--- src/rtl/max_unpool_dim_scatter.sv ---
// Max-unpool scatter: expands one {value, index} record into a dense row of
// DIM_SIZE elements, value at the recorded index and FILL everywhere else.
module max_unpool_dim_scatter #(
    parameter int unsigned        DATA_W   = 32,
    parameter int unsigned        DIM_SIZE = 16,
    parameter int unsigned        IDX_W    = (DIM_SIZE > 1) ? $clog2(DIM_SIZE) : 1,
    parameter logic [DATA_W-1:0]  FILL     = '0
) (
    input  logic              clk,
    input  logic              rst,
    input  logic              valid_in,
    output logic              ready_in,
    input  logic [DATA_W-1:0] value_in,
    input  logic [IDX_W-1:0]  index_in,
    output logic              valid_out,
    input  logic              ready_out,
    output logic [DATA_W-1:0] output_data,
    output logic [IDX_W-1:0]  out_idx,
    output logic              out_last,
    output logic              err_idx
);

    localparam logic [IDX_W-1:0] LAST_POS = IDX_W'(DIM_SIZE - 1);
    localparam logic [IDX_W:0]   DIM_EXT  = (IDX_W + 1)'(DIM_SIZE);

    typedef struct packed {
        logic [DATA_W-1:0] value;
        logic [IDX_W-1:0]  index;
        logic              bad;
    } rec_t;

    typedef enum logic {
        IDLE,
        EMIT
    } state_t;

    state_t           state, state_d;
    rec_t             fifo_mem [2];
    logic             wr_ptr, rd_ptr;
    logic [1:0]       fifo_cnt, fifo_cnt_d;
    logic             push, pop, in_bad;
    rec_t             head, row, row_d;
    logic [IDX_W-1:0] pos, pos_d;

    assign push       = valid_in && ready_in;
    assign in_bad     = {1'b0, index_in} >= DIM_EXT;
    assign head       = fifo_mem[rd_ptr];
    assign fifo_cnt_d = fifo_cnt + 2'(push) - 2'(pop);

    // Two-entry record queue; ready_in is registered from the next occupancy
    always_ff @(posedge clk or posedge rst) begin
        if (rst) begin
            fifo_mem[0] <= '0;
            fifo_mem[1] <= '0;
            wr_ptr      <= 1'b0;
            rd_ptr      <= 1'b0;
            fifo_cnt    <= 2'd0;
            ready_in    <= 1'b1;
            err_idx     <= 1'b0;
        end else begin
            if (push) begin
                fifo_mem[wr_ptr] <= '{value: value_in, index: index_in, bad: in_bad};
                wr_ptr           <= ~wr_ptr;
            end
            if (pop) begin
                rd_ptr <= ~rd_ptr;
            end
            fifo_cnt <= fifo_cnt_d;
            ready_in <= (fifo_cnt_d != 2'd2);
            err_idx  <= push && in_bad;
        end
    end

    always_ff @(posedge clk or posedge rst) begin
        if (rst) begin
            state <= IDLE;
        end else begin
            state <= state_d;
        end
    end

    // Next-state: load a row from the queue head, walk positions on transfers
    always_comb begin
        state_d = state;
        pos_d   = pos;
        row_d   = row;
        pop     = 1'b0;
        case (state)
            IDLE: begin
                if (fifo_cnt != 2'd0) begin
                    pop     = 1'b1;
                    row_d   = head;
                    pos_d   = '0;
                    state_d = EMIT;
                end
            end
            EMIT: begin
                if (ready_out) begin
                    if (pos == LAST_POS) begin
                        pos_d = '0;
                        if (fifo_cnt != 2'd0) begin
                            pop   = 1'b1;
                            row_d = head;
                        end else begin
                            state_d = IDLE;
                        end
                    end else begin
                        pos_d = pos + IDX_W'(1);
                    end
                end
            end
            default: state_d = IDLE;
        endcase
    end

    // Row registers and output stage, all driven from next-state values
    always_ff @(posedge clk or posedge rst) begin
        if (rst) begin
            row         <= '0;
            pos         <= '0;
            valid_out   <= 1'b0;
            output_data <= FILL;
            out_idx     <= '0;
            out_last    <= 1'b0;
        end else begin
            row         <= row_d;
            pos         <= pos_d;
            valid_out   <= (state_d == EMIT);
            output_data <= ((state_d == EMIT) && (pos_d == row_d.index) && !row_d.bad)
                           ? row_d.value : FILL;
            out_idx     <= pos_d;
            out_last    <= (state_d == EMIT) && (pos_d == LAST_POS);
        end
    end

endmodule

--- config.mk ---
export PLATFORM = sky130hd
export DESIGN_NAME = max_unpool_dim_scatter
export DESIGN_NICKNAME = d
export VERILOG_FILES = /design/src/rtl/max_unpool_dim_scatter.sv
export SDC_FILE = /design/constraint.sdc
export NUM_CORES = 1
export LEC_CHECK = 0
export CORE_MARGIN = 2
export CORE_UTILIZATION = 33
export CTS_BUF_LIST = sky130_fd_sc_hd__clkbuf_8
export CTS_CLUSTER_DIAMETER = 50
export DETAILED_ROUTE_END_ITERATION = 10
export REMOVE_ABC_BUFFERS = 1
export SYNTH_ARGS = -nofsm -noshare
export SYNTH_HDL_FRONTEND = slang
export SYNTH_SLANG_ARGS = --single-unit
--- constraint.sdc ---
create_clock -name clk -period 7.7 [get_ports clk]
set_input_delay 1.54 -clock clk [delete_from_list [all_inputs] [get_ports clk]]
set_output_delay 1.54 -clock clk [all_outputs]
set_load 0.005 [all_outputs]
[After elaboration in Yosys (flattened, before gate mapping)]
Cells that the tools add are included.
Storage, ports and cells
  bits in writable memories: 0
  memories kept: 0
  latch bits: 0
  word-level logic and storage cells: 61
  input port bits: 40
  flip-flop bits (word level): 154
  output and inout port bits: 40
  ROM bits: 0
Operators by class
  order comparisons: 3
  reduce and logical (&&, ||, !) cells: 7
  multiplexer cells: 22
  equality and inequality tests: 4
  shifts and indexed selects: 0
  multipliers: 0
  bitwise gates (word level): 5
  div/mod/pow operators: 0
  add/subtract/negate cells: 3
Operator list (count)
  two-way mux 37 bit: 7
  bitwise mux 74 bit: 1
  case mux 37 bit (2 select lines): 1
  demux 37 bit (select 1 bit): 1
  two-way mux 32 bit: 1
  two-way mux 4 bit: 3
  equality test 4 bit (second input constant): 2
  case mux 4 bit (2 select lines): 1
  logical AND 1 bit: 5
  two-way mux 1 bit: 5
  adder 4 x 1 -> 4 bit (second input constant): 1
  equality test 4 bit: 1
  >= comparator 2 bit (second input constant): 2
  inverter 1 -> 2 bit: 2
  case mux 1 bit (2 select lines): 2
  inverter 1 bit: 3
  adder 2 x 1 -> 2 bit: 1
  less-than comparator 2 x 1 -> 1 bit (second input constant): 1
  != test 2 bit (second input constant): 1
  nonzero test 2 bit: 1
  subtractor 2 x 1 -> 2 bit: 1
  zero test 1 bit: 1

[Depth between registers and ports, before layout]
Gate-level depths: netlist of the first run.
  depth after elaboration: 12
  gate-level depth with buffers: 10
  mapped depth without buffers: 9

[Least setup slack after synthesis of the first run]
No wires, ideal clock.
  kind: input to register
  start point: input ready_out
  end point: register ready_in
  arrival time: 3.048 ns
  stages: 9
  path slack: 4.571 ns
  path through: nand4_2 -> a21oi_4 -> clkbuf_1 -> ha_1 -> inv_1 -> ha_1 -> xnor2_1 -> xnor2_1 -> nand2b_1
On the way
  word-level cells in the longest chain between the ends: 4
RTL lines
  from (decl): line 16  | input logic ready_out,
  two-way mux 1 bit: line 98  | if (ready_out) begin
  case mux 1 bit (2 select lines): line 88  | case (state)
  subtractor 2 x 1 -> 2 bit: line 48  | assign fifo_cnt_d = fifo_cnt + 2'(push) - 2'(pop);
  named net fifo_cnt_d[1]: line 40  | logic [1:0] fifo_cnt, fifo_cnt_d;
  != test 2 bit: line 69  | ready_in <= (fifo_cnt_d != 2'd2);
  to (signal assigned): line 69
  to (decl): line 12  | output logic ready_in,
The timed path passes the listed nets, and every way through them passes these cells.
A chain may end at the register's enable or synchronous reset.

[Final worst setup path of the first run]
  start point: input ready_out
  end point: register output_data[17]
On the way
  word-level cells in the longest chain between the ends: 6
RTL lines
  two-way mux 4 bit / two-way mux 37 bit (equally long branches): line 98
  case mux 4 bit (2 select lines) / case mux 37 bit (2 select lines) (equally long branches): line 88
  equality test 4 bit: line 129  | output_data <= ((state_d == EMIT) && (pos_d == row_d.index) && !row_d.bad)
  logical AND 1 bit (2 in series): line 129
  two-way mux 32 bit (*): line 130  | ? row_d.value : FILL;
  to (signal assigned): line 129
  to (decl): line 17  | output logic [DATA_W-1:0] output_data,
Every way passes the cells marked *; elsewhere a longest branch is shown, timed or not.

==> results.py, run 1 <==
metrics = {
    "sta": {
        "worst_slew_pin_slew_ps": 1210,
        "final.setup.tns_ps": 0,
        "min_period_over_period": 0.621,
        "skew_ps": 10.2,
        "fin_crit_ps": 4780,
        "max_freq_mhz": 209,
        "setup_violations": 0,
        "whs_ps": 505,
        "drv_slew": 0,
        "slew_headroom": 0.196,
        "rsz0062_at_grt": "no",
        "finalHoldViolCount": 0,
    },
    "synthesis": {
        "ys_types": 35,
        "ys_seq_area_frac": 0.640,
        "ys_warn_count": 0,
        "synth-edff-count": 0,
        "synth-seq-cells": 152,
        "postSynthCellCount": 436,
        "async_flop_share": 1.00,
        "syn_area_sq_um": 5950,
        "synth.avg_cell_area_sq_um": 13.6,
        "synth_flop_cell": "dfrtp_1",
    },
    "clock_tree": {
        "ctsResizeCount": 0,
        "cts_setup_buffers": 0,
        "cts_root_buf": "clkbuf_8",
        "path_clk_slew_ps": 70,
        "clock_sink_count": 152,
        "clockBufferDepth": 2,
        "cts-htree-levels": 4,
        "hold_buffers": 0,
        "cts_buffers": 17,
        "cts_tree": "built",
        "clock_latency_ps": 450,
    },
    "worst_setup_path": {
        "regToRegSetupSlack_ps": 3920,
        "rr_startpoint": "pos[0]",
        "start_kind": "input pin",
        "cp.arrival_ps": 5150,
        "worstSetupPathType": "in2reg",
        "cpMostUsedCell": "buf_4",
        "cpMaxStageDelayCell": "a21oi_4",
        "path_cells": "clkdlybuf4s50_1 > nand4_2 > a21oi_4 > buf_4 > and2_1 > a221o_1 > nand4_1 > buf_4 > nor2b_1",
        "r2r_cells": 9,
        "regToRegEndpoint": "output_data[17]",
        "crit_path_max_incr_delay_ps": 760,
        "crit_path_end_kind": "flip-flop",
        "worst-path-max-fanout": 39,
        "crit_required_ps": 8070,
    },
    "layout": {
        "final_nets": 556,
        "seqCellArea_sq_um": 3810,
        "area_growth_pct": 23.5,
        "fillers": 1662,
        "multiInputGateArea_sq_um": 2030,
        "antenna_cells": 0,
        "drive_gt1_frac": 0.214,
    },
    "drt": {
        "wirelength_um": 11600,
        "drcViolationCount": 0,
        "drt_first_pass_iters": 4,
        "viasPerCell": 4.65,
        "ant_nets": 0,
        "wl_per_cell_um": 15.5,
        "vias": 3505,
        "drt_iter0_drc": 166,
    },
    "power": {
        "p_per_area_nw_per_um2": 395,
        "power.static_leakage_nw": 3.20,
        "power_w": 0.00290,
        "peakVddDrop_mv": 0.139,
    },
    "placement": {
        "dp_hpwl_um": 7520,
        "place_congestion": 0.746,
        "portBuffers": 78,
    },
    "die": {
        "core_sq_um": 17800,
        "die_h_um": 138,
        "initial_utilization": 0.333,
        "core.rowCount": 49,
        "io_pins": 80,
        "dieArea_sq_um": 19100,
        "die_width_um": 138,
    },
    "hold_path": {
        "hold_path_depth": 1,
        "hp-class": "reg2reg",
        "hold_end": "fifo_mem[40]",
        "hp-start": "fifo_mem[40]",
    },
    "global_routing": {
        "grt_max_degree": 79,
        "grt_overflow": 0,
        "grt_pass1_wl_um": 19500,
        "grt_pass1_vias": 3745,
        "grt_antenna_before_repair": 0,
        "grtUsageTotal": 0.131,
    },
    "job": {
        "drv_cap": 0,
    },
    "run_status": {
        "status": "complete, no violations",
    },
}
-- stage by stage --
step | worst slack (ps) | instances | util | instance area [sq um]
2_1_floorplan | 2070 | 413 | - | 5850
3_3_place_gp | 2490 | 723 | 0.390 | 6950
3_5_place_dp | 2360 | 723 | 0.390 | 6950
4_1_cts | 2840 | 753 | 0.412 | 7350
6_report | 2920 | 753 | 0.412 | 7350
5_1_grt | 2560 | 753 | 0.412 | 7350
-- sequential cells by signal (all words and copies together) (netlist names) --
register     count
wr_ptr           1
pos              4
fifo_cnt         2
output_data     32
rd_ptr           1
out_last         1
ready_in         1
row             37
valid_out        1
fifo_mem        72
-- cells by family (layout without fill, tap and decap cells) --
kind of cell | count (synthesis) | in the layout | synth area share
flops | 152 | 152 | 0.640
mux | 112 | 112 | 0.204
simple gates | 85 | 85 | 0.0732
compound gates | 46 | 46 | 0.0452
buf+inv | 30 | 118 | 0.0206
xor+xnor | 7 | 7 | 0.0103
fa+ha+maj | 3 | 3 | 0.00631
other cells | 1 | 1 | 0.000630
-- critical path: cells and delay by family --
| family | cells | cell delay, ps |
|---|---|---|
| simple gates | 4 | 1160 |
| buf+inv | 3 | 1540 |
| compound gates | 2 | 880 |
-- metal layers --
| metal | wire [um] | vias up | global-route usage |
|---|---|---|---|
| li1 | - | 1644 | - |
| met1 | 5320 | 1778 | 0.162 |
| met2 | 5640 | 66 | 0.218 |
| met3 | 483 | 17 | 0.0346 |
| met4 | 196 | 0 | 0.0537 |
| met5 | 0 | - | 0 |
-- worst max-delay path by stage --
stage,endpoint,slack (ps),startpoint,cells past startpoint
global placement,output_data[8],2490,ready_out,9
floorplan,fifo_cnt[0],2070,rst,1
finish,output_data[17],2920,ready_out,9
detailed placement,output_data[0],2360,ready_out,9
CTS,output_data[17],2840,ready_out,9
global route,output_data[0],2560,ready_out,9
-- synthesized netlist by cell type (3+ instances only) --
cell / count / area [sq um]
a21oi_1: 35 / 175
buf_1: 4 / 15.0
buf_2: 5 / 25.0
clkbuf_1: 13 / 48.8
dfrtp_1: 151 / 3780
ha_1: 3 / 37.5
inv_1: 7 / 26.3
mux2_2: 75 / 845
mux2i_1: 37 / 370
nand2_1: 5 / 18.8
nand4_1: 3 / 18.8
nor2_1: 36 / 135
nor2b_1: 33 / 206
xnor2_1: 4 / 35.0
xor2_1: 3 / 26.3
-- layout by cell type (no fill, tap or decap), types with 2 or more instances in the layout --
cell type / n
nand2_1: 5
nand4_1: 3
clkinvlp_4: 3
xnor2_1: 4
clkbuf_8: 19
clkinv_2: 2
nor2b_1: 33
a21oi_1: 35
mux2i_1: 37
a31oi_1: 2
buf_4: 3
mux2_2: 75
dfrtp_1: 150
xor2_1: 3
ha_1: 3
nor2_1: 36
clkdlybuf4s50_1: 78
bufinv_16: 3
inv_1: 9
-- area by class of cell --
type / count / area share
sequential: 152 / 0.518
multi-input combinational: 254 / 0.276
timing repair buffer: 81 / 0.109
tap: 229 / 0.0390
clock buffer: 19 / 0.0356
clock inverter: 11 / 0.0182
inverter: 7 / 0.00426
-- power by group --
part | switching, W | leakage, nW | internal (W) | total (W)
logic | 0.000380 | 1.12 | 0.000541 | 0.000921
clock network | 0.000277 | 0.203 | 0.000329 | 0.000606
registers | 0.000219 | 1.87 | 0.00116 | 0.00138
total | 0.000876 | 3.20 | 0.00203 | 0.00290
Note: power is estimated with default switching activity, not from simulation.
==> inputs of run 2 (changes only) <==
clock period = 4 ns   (was 7.7 ns; I/O delays follow)
==> run 2 against run 1 <==
Non-clock buffer count increased by 9. Final cell count increased by 1.5%. Global-route usage increased by 0.59 points. Largest cell class unchanged. First-iteration DRC count decreased by 18%. Worst hold slack improved by 1.3 ps. Clock skew about the same. Design area increased by 1.5%. Largest power group unchanged.
==> results.py, run 2 (same netlist as run 1, synthesis figures left out) <==
metrics = {
    "worst_setup_path": {
        "worst-path-max-fanout": 46,
        "path_cells": "clkdlybuf4s50_1 > nand4_2 > a21oi_4 > buf_4 > and2_1 > a221o_1 > nand4_1 > buf_4 > nor2b_1",
        "crit_required_ps": 4370,
        "cpMaxStageDelayCell": "clkdlybuf4s50_1",
        "cpMostUsedCell": "buf_4",
        "regToRegSetupSlack_ps": 1350,
        "cp.arrival_ps": 3280,
        "endpoint": "output_data[1]",
        "regToRegEndpoint": "output_data[1]",
        "cp.depth": 9,
        "critPathLaunch": "ready_out",
        "critPathTopFamily": "buffers and inverters",
        "worstSetupPathType": "in2reg",
        "rr_startpoint": "pos[0]",
        "critPathBufInv": 3,
        "crit_path_max_incr_delay_ps": 600,
        "crit_path_end_kind": "flip-flop",
        "r2r_cells": 9,
        "start_kind": "input pin",
    },
    "hold_path": {
        "hp-class": "reg2reg",
    },
    "die": {
        "initial_utilization": 0.333,
        "dieArea_sq_um": 19100,
        "core.rowCount": 49,
        "io_pins": 80,
        "core_sq_um": 17800,
        "die_width_um": 138,
        "die_h_um": 138,
    },
    "clock_tree": {
        "cts_setup_buffers": 0,
        "clock_latency_ps": 440,
        "clock_sink_count": 152,
        "cts_buffers": 17,
        "hold_buffers": 0,
        "clockBufferDepth": 2,
        "cts_tree": "built",
        "ctsResizeCount": 0,
        "cts_root_buf": "clkbuf_8",
        "path_clk_slew_ps": 80,
        "cts-htree-levels": 4,
    },
    "placement": {
        "place_congestion": 0.784,
        "place_inst": 732,
        "portBuffers": 78,
        "dp_hpwl_um": 8150,
    },
    "layout": {
        "final_nets": 565,
        "drive_gt1_frac": 0.234,
        "area_growth_pct": 25.3,
        "antenna_cells": 0,
        "fillers": 1616,
        "final_cells": 764,
        "final_common_cell": "dfrtp_1",
        "reg_top3": "fifo_mem: 72 flops, row: 37 flops, output_data: 32 flops",
        "mostFrequentLayoutCells": "dfrtp_1 (150), clkdlybuf4s50_1 (78), mux2_2 (75), mux2i_1 (37), nor2_1 (36)",
        "largest_reg_flops": 72,
        "regMostFlops": "fifo_mem",
    },
    "sta": {
        "fin_crit_ps": 2910,
        "min_period_over_period": 0.729,
        "drv_slew": 0,
        "finalHoldViolCount": 0,
        "rsz0062_at_grt": "no",
        "worst_slew_pin_slew_ps": 711,
        "slew_headroom": 0.526,
        "skew_ps": 9.82,
        "setup_violations": 0,
        "final.setup.tns_ps": 0,
        "max_freq_mhz": 343,
    },
    "drt": {
        "wl_per_cell_um": 15.9,
        "wirelength_um": 12200,
        "ant_nets": 0,
        "drt_first_pass_iters": 4,
        "vias": 3564,
        "drt_iter0_drc": 136,
        "viasPerCell": 4.66,
        "drcViolationCount": 0,
    },
    "power": {
        "p_per_area_nw_per_um2": 764,
        "peakVddDrop_mv": 0.329,
        "power.static_leakage_nw": 3.25,
        "power_w": 0.00569,
    },
    "global_routing": {
        "grtUsageTotal": 0.137,
        "grt_antenna_before_repair": 0,
        "grt_overflow": 0,
        "grt_pass1_vias": 3985,
        "grt_pass1_wl_um": 20500,
        "grt_max_degree": 68,
    },
    "job": {
        "drv_cap": 0,
    },
    "run_status": {
        "status": "complete, no violations",
    },
}
==> run 2: changes by cell type in the layout (fill, tap and decap cells not counted), sizes merged <==
cell	previous run	this run
clkinvlp	3	4
buf	3	12
inv	10	8
clkinv	2	3
clkbuf	19	21
==> run 2: layout make-up <==
cell class              count  area [sq um]  area share
clock buffers              21           289      0.0388
clock inverters            11           146      0.0196
inverters                   7          31.3     0.00419
multi-input cells         254          2030       0.272
flip-flops and latches    152          3810       0.510
well taps                 229           287      0.0384
repair buffers             90           871       0.117
==> run 2: worst reg2reg max path, delay by kind of cell (launching register included) <==
| kind | cells | cell delay, ps |
|---|---|---|
| simple gates | 4 | 750 |
| flops | 1 | 440 |
| fa+ha+maj | 1 | 260 |
| compound gates | 2 | 430 |
| buf+inv | 2 | 700 |
==> run 2: per-layer routing <==
metal | global-route usage | vias up | routed length, um
met5 | 0 | - | 0
met4 | 0.0408 | 0 | 146
met3 | 0.0447 | 13 | 544
met2 | 0.230 | 72 | 6160
met1 | 0.168 | 1812 | 5310
li1 | - | 1667 | -
==> run 2: worst min path at each step <==
stage	cells after the start	to	slack, ps	start
2_1_floorplan	2	wr_ptr	460	wr_ptr
5_1_grt	1	fifo_mem[21]	530	fifo_mem[21]
3_3_place_gp	1	fifo_mem[58]	490	fifo_mem[58]
4_1_cts	1	fifo_mem[67]	510	fifo_mem[67]
6_report	1	fifo_mem[71]	510	fifo_mem[71]
3_5_place_dp	1	fifo_mem[67]	490	fifo_mem[67]
==> run 2: metrics by stage <==
step | hold WS (ps) | area [sq um] | setup slack (ps) | util
3_3_place_gp | 487 | 7020 | 747 | 0.394
2_1_floorplan | 460 | 5850 | -891 | -
6_report | 507 | 7460 | 1090 | 0.418
5_1_grt | 526 | 7460 | 929 | 0.418
4_1_cts | 511 | 7460 | 1110 | 0.418
3_5_place_dp | 491 | 7020 | 625 | 0.394
==> run 2: report_power, final <==
group          internal [W]  switching (W)
registers           0.00223       0.000390
clock network      0.000682       0.000557
logic               0.00105       0.000784
==> inputs of run 3 (changes only) <==
clock period = 2.8 ns   (was 4 ns; I/O delays follow)
==> run 3 against run 2 <==
Sequential share of layout area down 0.22 points. Largest power group unchanged. Count of clock-buffer cells in the layout down 4. Clock skew up 8.9 ps. Critical endpoint is now output_data[28]. Power up 41%. Die area unchanged. Final cell count up 0.39%. Core utilization up 0.18 points.
==> results.py, run 3 (same netlist as run 1, synthesis figures left out) <==
metrics = {
    "power": {
        "seq_power_share": 0.460,
        "switchingPower_w": 0.00242,
        "power_frac_comb": 0.335,
        "peakVddDrop_mv": 0.486,
        "power_w": 0.00802,
        "clkPwrFrac": 0.205,
        "power.internal_w": 0.00560,
        "p_per_area_nw_per_um2": 1070,
        "power.static_leakage_nw": 3.27,
        "switching_share": 0.302,
    },
    "worst_setup_path": {
        "rr_startpoint": "pos[0]",
        "regToRegSetupSlack_ps": 460,
        "crit_required_ps": 3160,
        "worstSetupPathType": "reg2reg",
        "worst-path-max-fanout": 11,
        "regToRegEndpoint": "output_data[28]",
        "endpoint": "output_data[28]",
        "cp.arrival_ps": 2700,
        "start_kind": "flip-flop",
        "cpMaxStageDelayCell": "dfrtp_1",
        "critPathLaunch": "pos[0]",
        "crit_path_end_kind": "flip-flop",
        "r2r_cells": 8,
        "path_cells": "ha_1 > nand4_2 > a21oi_4 > mux2_2 > xor2_1 > nand4_1 > buf_4 > nor2b_1",
        "crit_path_max_incr_delay_ps": 460,
    },
    "placement": {
        "place_congestion": 0.777,
        "place_inst": 735,
        "dp_hpwl_um": 7790,
        "placed_area_sq_um": 7090,
        "portBuffers": 78,
    },
    "drt": {
        "wirelength_um": 11700,
        "drt_iter0_drc": 93,
        "vias": 3524,
        "drt_first_pass_iters": 4,
        "drcViolationCount": 0,
        "ant_nets": 0,
        "viasPerCell": 4.59,
        "wl_per_cell_um": 15.3,
    },
    "sta": {
        "fin_crit_ps": 2340,
        "setup_violations": 0,
        "max_freq_mhz": 428,
        "min_period_over_period": 0.834,
        "finalHoldViolCount": 0,
        "worst_slew_pin_slew_ps": 1050,
        "whs_ps": 507,
        "skew_ps": 18.7,
        "slew_headroom": 0.303,
        "drv_slew": 0,
        "rsz0062_at_grt": "no",
        "final.setup.tns_ps": 0,
    },
    "layout": {
        "reg_top3": "fifo_mem: 72 flops, row: 37 flops, output_data: 32 flops",
        "final_common_cell": "dfrtp_1",
        "largest_reg_flops": 72,
        "fillers": 1660,
        "antenna_cells": 0,
        "final_nets": 568,
        "design_area_sq_um": 7490,
        "regMostFlops": "fifo_mem",
        "drive_gt1_frac": 0.238,
        "mostFrequentLayoutCells": "dfrtp_1 (150), clkdlybuf4s50_1 (78), mux2_2 (75), mux2i_1 (37), nor2_1 (36)",
        "area_growth_pct": 25.9,
        "final_cells": 767,
    },
    "die": {
        "initial_utilization": 0.333,
        "core_sq_um": 17800,
        "dieArea_sq_um": 19100,
        "core.rowCount": 49,
        "die_h_um": 138,
        "io_pins": 80,
        "die_width_um": 138,
    },
    "clock_tree": {
        "clockBufferDepth": 2,
        "cts_root_buf": "clkbuf_8",
        "cts_tree": "built",
        "ctsResizeCount": 0,
        "hold_buffers": 0,
        "cts_buffers": 17,
        "clock_sink_count": 152,
        "clock_latency_ps": 450,
        "cts_setup_buffers": 0,
        "cts-htree-levels": 4,
        "path_clk_slew_ps": 70,
    },
    "hold_path": {
        "hp-class": "reg2reg",
    },
    "global_routing": {
        "grtUsageTotal": 0.128,
        "gr-usage-met3": 0.0364,
        "grt_overflow": 0,
        "grt_antenna_before_repair": 0,
        "grt_util_met1": 0.150,
        "grt_max_degree": 62,
        "grt_pass1_vias": 3803,
        "grt_util_met2": 0.222,
        "grt-busiest-layer": "met2",
        "grt_pass1_wl_um": 19200,
    },
    "job": {
        "drv_cap": 0,
    },
    "run_status": {
        "status": "complete, no violations",
    },
}
[run 3: cell count changes in the layout (fill, tap and decap cells not counted), sizes merged]
cell      delta
clkbuf       -4
buf          +3
clkinvlp     +1
clkinv       +3
[run 3: per-stage QoR]
stage | util | setup slack, ps
floorplan | - | -1850
finish | 0.420 | 464
CTS | 0.420 | 434
detailed placement | 0.398 | 87.0
global placement | 0.398 | 187
global route | 0.420 | 298
[run 3: power groups by stage]
stage | combinational, W | sequential (W) | clock [W]
after floorplan | 0.00176 | 0.00366 | 0
after global placement | 0.00265 | 0.00370 | 0
after detailed placement | 0.00274 | 0.00374 | 0
after CTS | 0.00275 | 0.00370 | 0.00171
after global routing | 0.00298 | 0.00381 | 0.00181
final | 0.00268 | 0.00369 | 0.00165
[run 3: layout make-up]
type | count | area (sq um) | share of cell area
flip-flops and latches | 152 | 3810 | 0.508
multi-input cells | 254 | 2030 | 0.271
repair buffers | 93 | 943 | 0.126
well taps | 229 | 287 | 0.0383
clock buffers | 17 | 234 | 0.0312
clock inverters | 15 | 161 | 0.0216
inverters | 7 | 31.3 | 0.00418
[run 3: layer usage]
metal  share of wire  vias to the layer above
met3           0.038                       13
met2            0.52                       57
li1                -                     1670
met4           0.015                        0
met5               0                        -
met1            0.43                     1784
[run 3: worst min path at each step]
stage / from / to / slack [ps] / cells past startpoint
3_3_place_gp: fifo_mem[42] / fifo_mem[42] / 490 / 1
4_1_cts: fifo_mem[50] / fifo_mem[50] / 510 / 1
5_1_grt: fifo_mem[62] / fifo_mem[62] / 520 / 1
6_report: fifo_mem[50] / fifo_mem[50] / 510 / 1
2_1_floorplan: wr_ptr / wr_ptr / 460 / 2
3_5_place_dp: fifo_mem[50] / fifo_mem[50] / 490 / 1
[run 3: critical path, delay by kind of cell, from the launching register on]
| kind | cells | cell delay [ps] |
|---|---|---|
| compound gates | 1 | 240 |
| xor+xnor | 1 | 150 |
| fa+ha+maj | 1 | 260 |
| buf+inv | 1 | 240 |
| flops | 1 | 460 |
| mux | 1 | 380 |
| simple gates | 3 | 520 |
